**config.mk**
```make
export PLATFORM = sky130hd
export DESIGN_NAME = cordic_octant_fold
export DESIGN_NICKNAME = d
export VERILOG_FILES = /design/src/rtl/cordic_pkg.sv /design/src/rtl/cordic_pipe_reg.sv /design/src/rtl/cordic_octant_fold.sv
export SDC_FILE = /design/constraint.sdc
export NUM_CORES = 1
export LEC_CHECK = 0
export ABC_AREA = 1
export CAP_MARGIN = 20
export CORE_ASPECT_RATIO = 0.6
export CORE_MARGIN = 3
export CORE_UTILIZATION = 59
export DETAILED_ROUTE_END_ITERATION = 7
export MAX_ROUTING_LAYER = met4
export PLACE_DENSITY = 0.87
export SYNTH_ARGS = -nofsm -noshare
export SYNTH_HDL_FRONTEND = slang
export SYNTH_SLANG_ARGS = --single-unit
```
**constraint.sdc**
```tcl
create_clock -name clk -period 5.2 [get_ports clk]
set_clock_uncertainty 0.1 [all_clocks]
set_input_delay 0.78 -clock clk [delete_from_list [all_inputs] [get_ports clk]]
set_output_delay 0.78 -clock clk [all_outputs]
set_load 0.01 [all_outputs]
```
**src/rtl/cordic_pkg.sv**
```systemverilog
`default_nettype none
// +-----------------------------------------------------------------------------+
// | cordic_pkg : shared constants, quadrant codes and saturating negate        |
// | Rev 1.0                                                                     |
// +-----------------------------------------------------------------------------+
package cordic_pkg;

   localparam int DATA_W = 16;
   localparam logic [DATA_W-1:0] ONE = 16'h4000;

   // Octant code position inside index_cor at the end of the delay line
   localparam int OCT_MSB = 9;
   localparam int OCT_LSB = 7;
   localparam int OCT_W   = OCT_MSB - OCT_LSB + 1;

   typedef enum logic [1:0] {
      Q0 = 2'd0,
      Q1 = 2'd1,
      Q2 = 2'd2,
      Q3 = 2'd3
   } quad_e;

   // The most negative code has no positive twin, so it clamps to the largest positive code.
   function automatic logic [DATA_W-1:0] sat_neg(input logic [DATA_W-1:0] v);
      if (v == {1'b1, {(DATA_W-1){1'b0}}})
         return {1'b0, {(DATA_W-1){1'b1}}};
      return {DATA_W{1'b0}} - v;
   endfunction

endpackage
`default_nettype wire

```
**src/rtl/cordic_pipe_reg.sv**
```systemverilog
`default_nettype none
// +-----------------------------------------------------------------------------+
// | cordic_pipe_reg : one valid/ready register slice, full throughput          |
// | Rev 1.0                                                                     |
// +-----------------------------------------------------------------------------+
module cordic_pipe_reg #(
   parameter int WIDTH = 8
) (
   input  logic             clk,
   input  logic             reset,
   input  logic             valid_i,
   output logic             ready_o,
   input  logic [WIDTH-1:0] data_i,
   output logic             valid_o,
   input  logic             ready_i,
   output logic [WIDTH-1:0] data_o
);

   logic             valid_q;
   logic [WIDTH-1:0] data_q;
   logic             load;

   assign load    = !valid_q || ready_i;
   assign ready_o = load;
   assign valid_o = valid_q;
   assign data_o  = data_q;

   always_ff @(posedge clk) begin
      if (!reset) begin
         valid_q <= 1'b0;
         data_q  <= '0;
      end else if (load) begin
         valid_q <= valid_i;
         if (valid_i)
            data_q <= data_i;
      end
   end

endmodule
`default_nettype wire

```
**src/rtl/cordic_octant_fold.sv**
```systemverilog
`default_nettype none
// +-----------------------------------------------------------------------------+
// | cordic_octant_fold : unfolds first-octant (cos,sin) to the full circle     |
// | Rev 1.0                                                                     |
// +-----------------------------------------------------------------------------+
module cordic_octant_fold
   import cordic_pkg::*;
#(
   parameter int W     = DATA_W,
   parameter int CNT_W = 16
) (
   input  logic             clk,
   input  logic             reset,
   input  logic             in_valid,
   output logic             in_ready,
   input  logic [W-1:0]     in_x,
   input  logic [W-1:0]     in_y,
   input  logic [OCT_W-1:0] in_oct,
   output logic             out_valid,
   input  logic             out_ready,
   output logic [W-1:0]     out_cos,
   output logic [W-1:0]     out_sin,
   output logic             sat_sticky,
   output logic [CNT_W-1:0] out_count
);

   localparam logic [W-1:0] MIN_VAL = {1'b1, {(W-1){1'b0}}};

   logic [2*W+1:0] w_a_d;
   logic [2*W+1:0] w_a_q;
   logic           w_a_valid;
   logic           w_b_ready;
   logic [2*W:0]   w_b_d;
   logic [2*W:0]   w_b_q;
   quad_e          w_q;
   logic [W-1:0]   w_a;
   logic [W-1:0]   w_b;
   logic [W-1:0]   w_cos;
   logic [W-1:0]   w_sin;
   logic           w_sat;
   logic           w_b_sat;
   logic           sat_q;
   logic           sat_d;
   logic [CNT_W-1:0] count_q;
   logic [CNT_W-1:0] count_d;

   // Stage A: reflect about pi/4 when the half bit is set
   assign w_a_d = in_oct[0] ? {in_oct[2:1], in_y, in_x} : {in_oct[2:1], in_x, in_y};

   cordic_pipe_reg #(.WIDTH(2*W+2)) u_stage_a (
      .clk     (clk),
      .reset   (reset),
      .valid_i (in_valid),
      .ready_o (in_ready),
      .data_i  (w_a_d),
      .valid_o (w_a_valid),
      .ready_i (w_b_ready),
      .data_o  (w_a_q)
   );

   assign w_q = quad_e'(w_a_q[2*W+1:2*W]);
   assign w_a = w_a_q[2*W-1:W];
   assign w_b = w_a_q[W-1:0];

   always_comb begin
      w_cos = w_a;
      w_sin = w_b;
      w_sat = 1'b0;
      case (w_q)
         Q1: begin
            w_cos = sat_neg(w_b);
            w_sin = w_a;
            w_sat = (w_b == MIN_VAL);
         end
         Q2: begin
            w_cos = sat_neg(w_a);
            w_sin = sat_neg(w_b);
            w_sat = (w_a == MIN_VAL) || (w_b == MIN_VAL);
         end
         Q3: begin
            w_cos = w_b;
            w_sin = sat_neg(w_a);
            w_sat = (w_a == MIN_VAL);
         end
         default: ;
      endcase
   end

   assign w_b_d = {w_sat, w_cos, w_sin};

   cordic_pipe_reg #(.WIDTH(2*W+1)) u_stage_b (
      .clk     (clk),
      .reset   (reset),
      .valid_i (w_a_valid),
      .ready_o (w_b_ready),
      .data_i  (w_b_d),
      .valid_o (out_valid),
      .ready_i (out_ready),
      .data_o  (w_b_q)
   );

   assign out_cos = w_b_q[2*W-1:W];
   assign out_sin = w_b_q[W-1:0];
   assign w_b_sat = out_valid && w_b_q[2*W];

   // The flag shows up with the saturated sample itself, then latches
   assign sat_sticky = sat_q || w_b_sat;
   assign out_count  = count_q;

   always_comb begin
      sat_d   = sat_q || w_b_sat;
      count_d = count_q;
      if (out_valid && out_ready)
         count_d = count_q + CNT_W'(1);
   end

   always_ff @(posedge clk) begin
      if (!reset) begin
         sat_q   <= 1'b0;
         count_q <= '0;
      end else begin
         sat_q   <= sat_d;
         count_q <= count_d;
      end
   end

endmodule
`default_nettype wire

```
==> flow_summary.yaml <==
cts:
  cts_buffers: 9
  postCtsSetupBuffers: 0
  path_clk_slew_ps: 60
  cts_resized: 0
  htree_levels: 3
  clock-sinks: 86
  clock_path_buffers: 2
  clk_latency_ps: 340
  cts_root_buf: "clkbuf_16"
  cts_hold_buf: 0
  cts_tree: "built"
setup_path:
  cp_slowest_cell: "clkdlybuf4s50_1"
  worst_path_most_repeated_cell: "clkdlybuf4s50_1"
  cp_top_family: "buffers and inverters"
  crit_fanout: 4
  worstPathRequired_ps: 4320
  worstPathCellList: "clkdlybuf4s50_1 > inv_1 > nand3_1 > clkdlybuf4s50_1"
  critPathKind: "in2out"
  worstPathArrival_ps: 2140
  max_stage_delay_ps: 580
  crit_path_end_kind: "primary output"
  critPathLaunchType: "primary input"
  path_buf_inv: 3
floorplan:
  start_util_pct: 62.7
  dieHeight_um: 80.8
  fp-row-count: 26
  dieArea_um2: 10600
  core_area_um2: 8780
  io_pins: 90
  die_w_um: 131
sta:
  maxSlewHeadroom_pct: 34.0
  tns_ps: 0
  hold_viol_final: 0
  layout_worst_path_cycle_share_pct: 58.0
  finalCriticalPeriod_ps: 3020
  setup_viol: 0
  worst_slack_ps: 2180
  hold_ws_ps: 366
  rsz0062_at_grt: "false"
  fmax_ghz: 0.331
  worst_pin_slew_ps: 990
  slew_violations: 0
logic_synthesis:
  yosysMostFrequentCell: "nand2_1"
  syn-num-nets: 903
  ys_seq_area_share_pct: 31.3
  async_flop_share_pct: 0
  synth-seq-cells: 86
  synth_ff_type: "dfxtp_1"
  synth_edf_count: 0
  netlist_area_um2: 5510
  syn_inst: 861
  ys_types: 32
  yosysTopAreaCell: "dfxtp_1"
  synthDominantCellAreaShare_pct: 31.3
  syn_avg_cell_area_um2: 6.39
  ys_warn_count: 0
  synthTopCellsByArea: "dfxtp_1 (31%), nand2_1 (14%), a211oi_1 (8.6%), a21oi_1 (7.3%), inv_1 (6.0%)"
  synth_common_cells: "nand2_1 (203), inv_1 (88), dfxtp_1 (86)"
worst_hold_path:
  min_path_type: "reg2reg"
place:
  gp_congestion: 1.01
  hpwl_um: 13500
  post-place-ws_ps: 2080
  io_buffers: 89
routing:
  viasPerCell: 6.11
  drc: 0
  drt_iter0_markers: 779
  wirelength_um: 18200
  wl_per_cell_um: 18.1
  num_vias: 6158
  postRouteAntennaNets: 0
  firstDrtPassIters: 8
grt:
  grt_pass1_vias: 5552
  overflow: 0
  grt_usage_pct: 35.5
  antenna_found_initial: 0
  grt_first_pass_wirelength_um: 28400
  grt_max_degree: 69
power_and_ir_drop:
  irDropWorstVdd_mv: 0.187
  intPower_mw: 1.18
  powerDensity_nw_per_um2: 275
  cellLeakagePower_nw: 2.65
  pwr-share-seq_pct: 41.5
  combPwrFrac_pct: 24.5
  switchingPower_mw: 0.598
  sw_frac_of_total_pct: 33.6
  p_clk_share_pct: 34.1
finish:
  area_growth_pct: 17.4
  drive_gt1_share_pct: 5.92
  num_antenna_cells: 0
  fin_nets: 934
run_status:
  outcome: "finished, final reports clean"
run:
  maxCapViolCount: 0
==> cells by family after synthesis <==
kind of cell | count (synthesis) | synth area share, %
adder cells (fa/ha/maj) | 3 | 0.682
flip-flops | 86 | 31.3
buffers and inverters | 170 | 14.4
XOR/XNOR | 7 | 1.11
AO/OA/AOI/OAI | 200 | 21.3
AND/OR/NAND/NOR | 395 | 31.2
==> cell type report <==
class | count | area, µm²
timing repair buffer | 95 | 976
clock inverter | 6 | 47.5
tap | 112 | 140
multi-input combinational | 605 | 3000
fill | 746 | 2320
inverter | 95 | 357
clock buffer | 9 | 225
sequential | 86 | 1720
==> tightest hold or removal path, stage by stage, from the launching register on <==
cell     delay, ps
dfxtp_1        310
nand2_1         60
a21oi_1         50
==> layout by cell type (no fill, tap or decap), types with 9 or more instances in the layout <==
cell,instances
clkdlybuf4s50_1,88
o21ai_0,48
clkbuf_16,9
nand4_1,12
a21oi_1,80
inv_1,88
nand3_1,65
nand2_1,201
a211oi_1,63
dfxtp_1,86
nor2_1,83
==> flip-flops by register name, indices dropped and copies added (netlist names) <==
register,cells
out_count,16
sat_q,1
u_stage_a.data_o,34
u_stage_a.valid_o,1
u_stage_b.data_o,33
u_stage_b.valid_o,1
==> metal layers <==
metal,global-route usage [%],up-vias,share of wire [%]
met5,-,-,0
met4,12.0,0,3.2
met3,9.40,75,11
met2,50.9,406,42
met1,48.6,2795,44
li1,-,2882,-
==> power groups by stage <==
stage	Combinational [mW]	Sequential, mW	Clock, mW
after floorplan	0.294	0.733	0
after global placement	0.397	0.749	0
after detailed placement	0.414	0.750	0
after CTS	0.417	0.735	0.605
after global routing	0.475	0.740	0.632
final	0.435	0.738	0.606
==> stage by stage <==
| step | std cells | cell area, µm² | total power [mW] | util, % |
|---|---|---|---|---|
| final | 1008 | 6460 | 1.78 | 73.6 |
| after global routing | 1008 | 6460 | 1.85 | 73.6 |
| after CTS | 1005 | 6410 | 1.76 | 73.0 |
| after detailed placement | 990 | 6140 | 1.16 | 69.9 |
| after global placement | 988 | 6110 | 1.15 | 69.6 |
| after floorplan | 861 | 5510 | 1.03 | - |
==> path summary, 6_finish.rpt <==
kind	start	end	slack [ps]	cells past startpoint
setup reg to reg	u_stage_a.data_o[33]$_SDFFE_PN0P_	u_stage_b.data_o[25]$_SDFFE_PN0P_	2400	8
hold / removal	u_stage_b.data_o[15]$_SDFFE_PN0P_	u_stage_b.data_o[15]$_SDFFE_PN0P_	370	2
hold reg to reg	u_stage_b.data_o[15]$_SDFFE_PN0P_	u_stage_b.data_o[15]$_SDFFE_PN0P_	370	2
setup / recovery	out_ready	in_ready	2180	4
(Power assumes the default switching activity.)
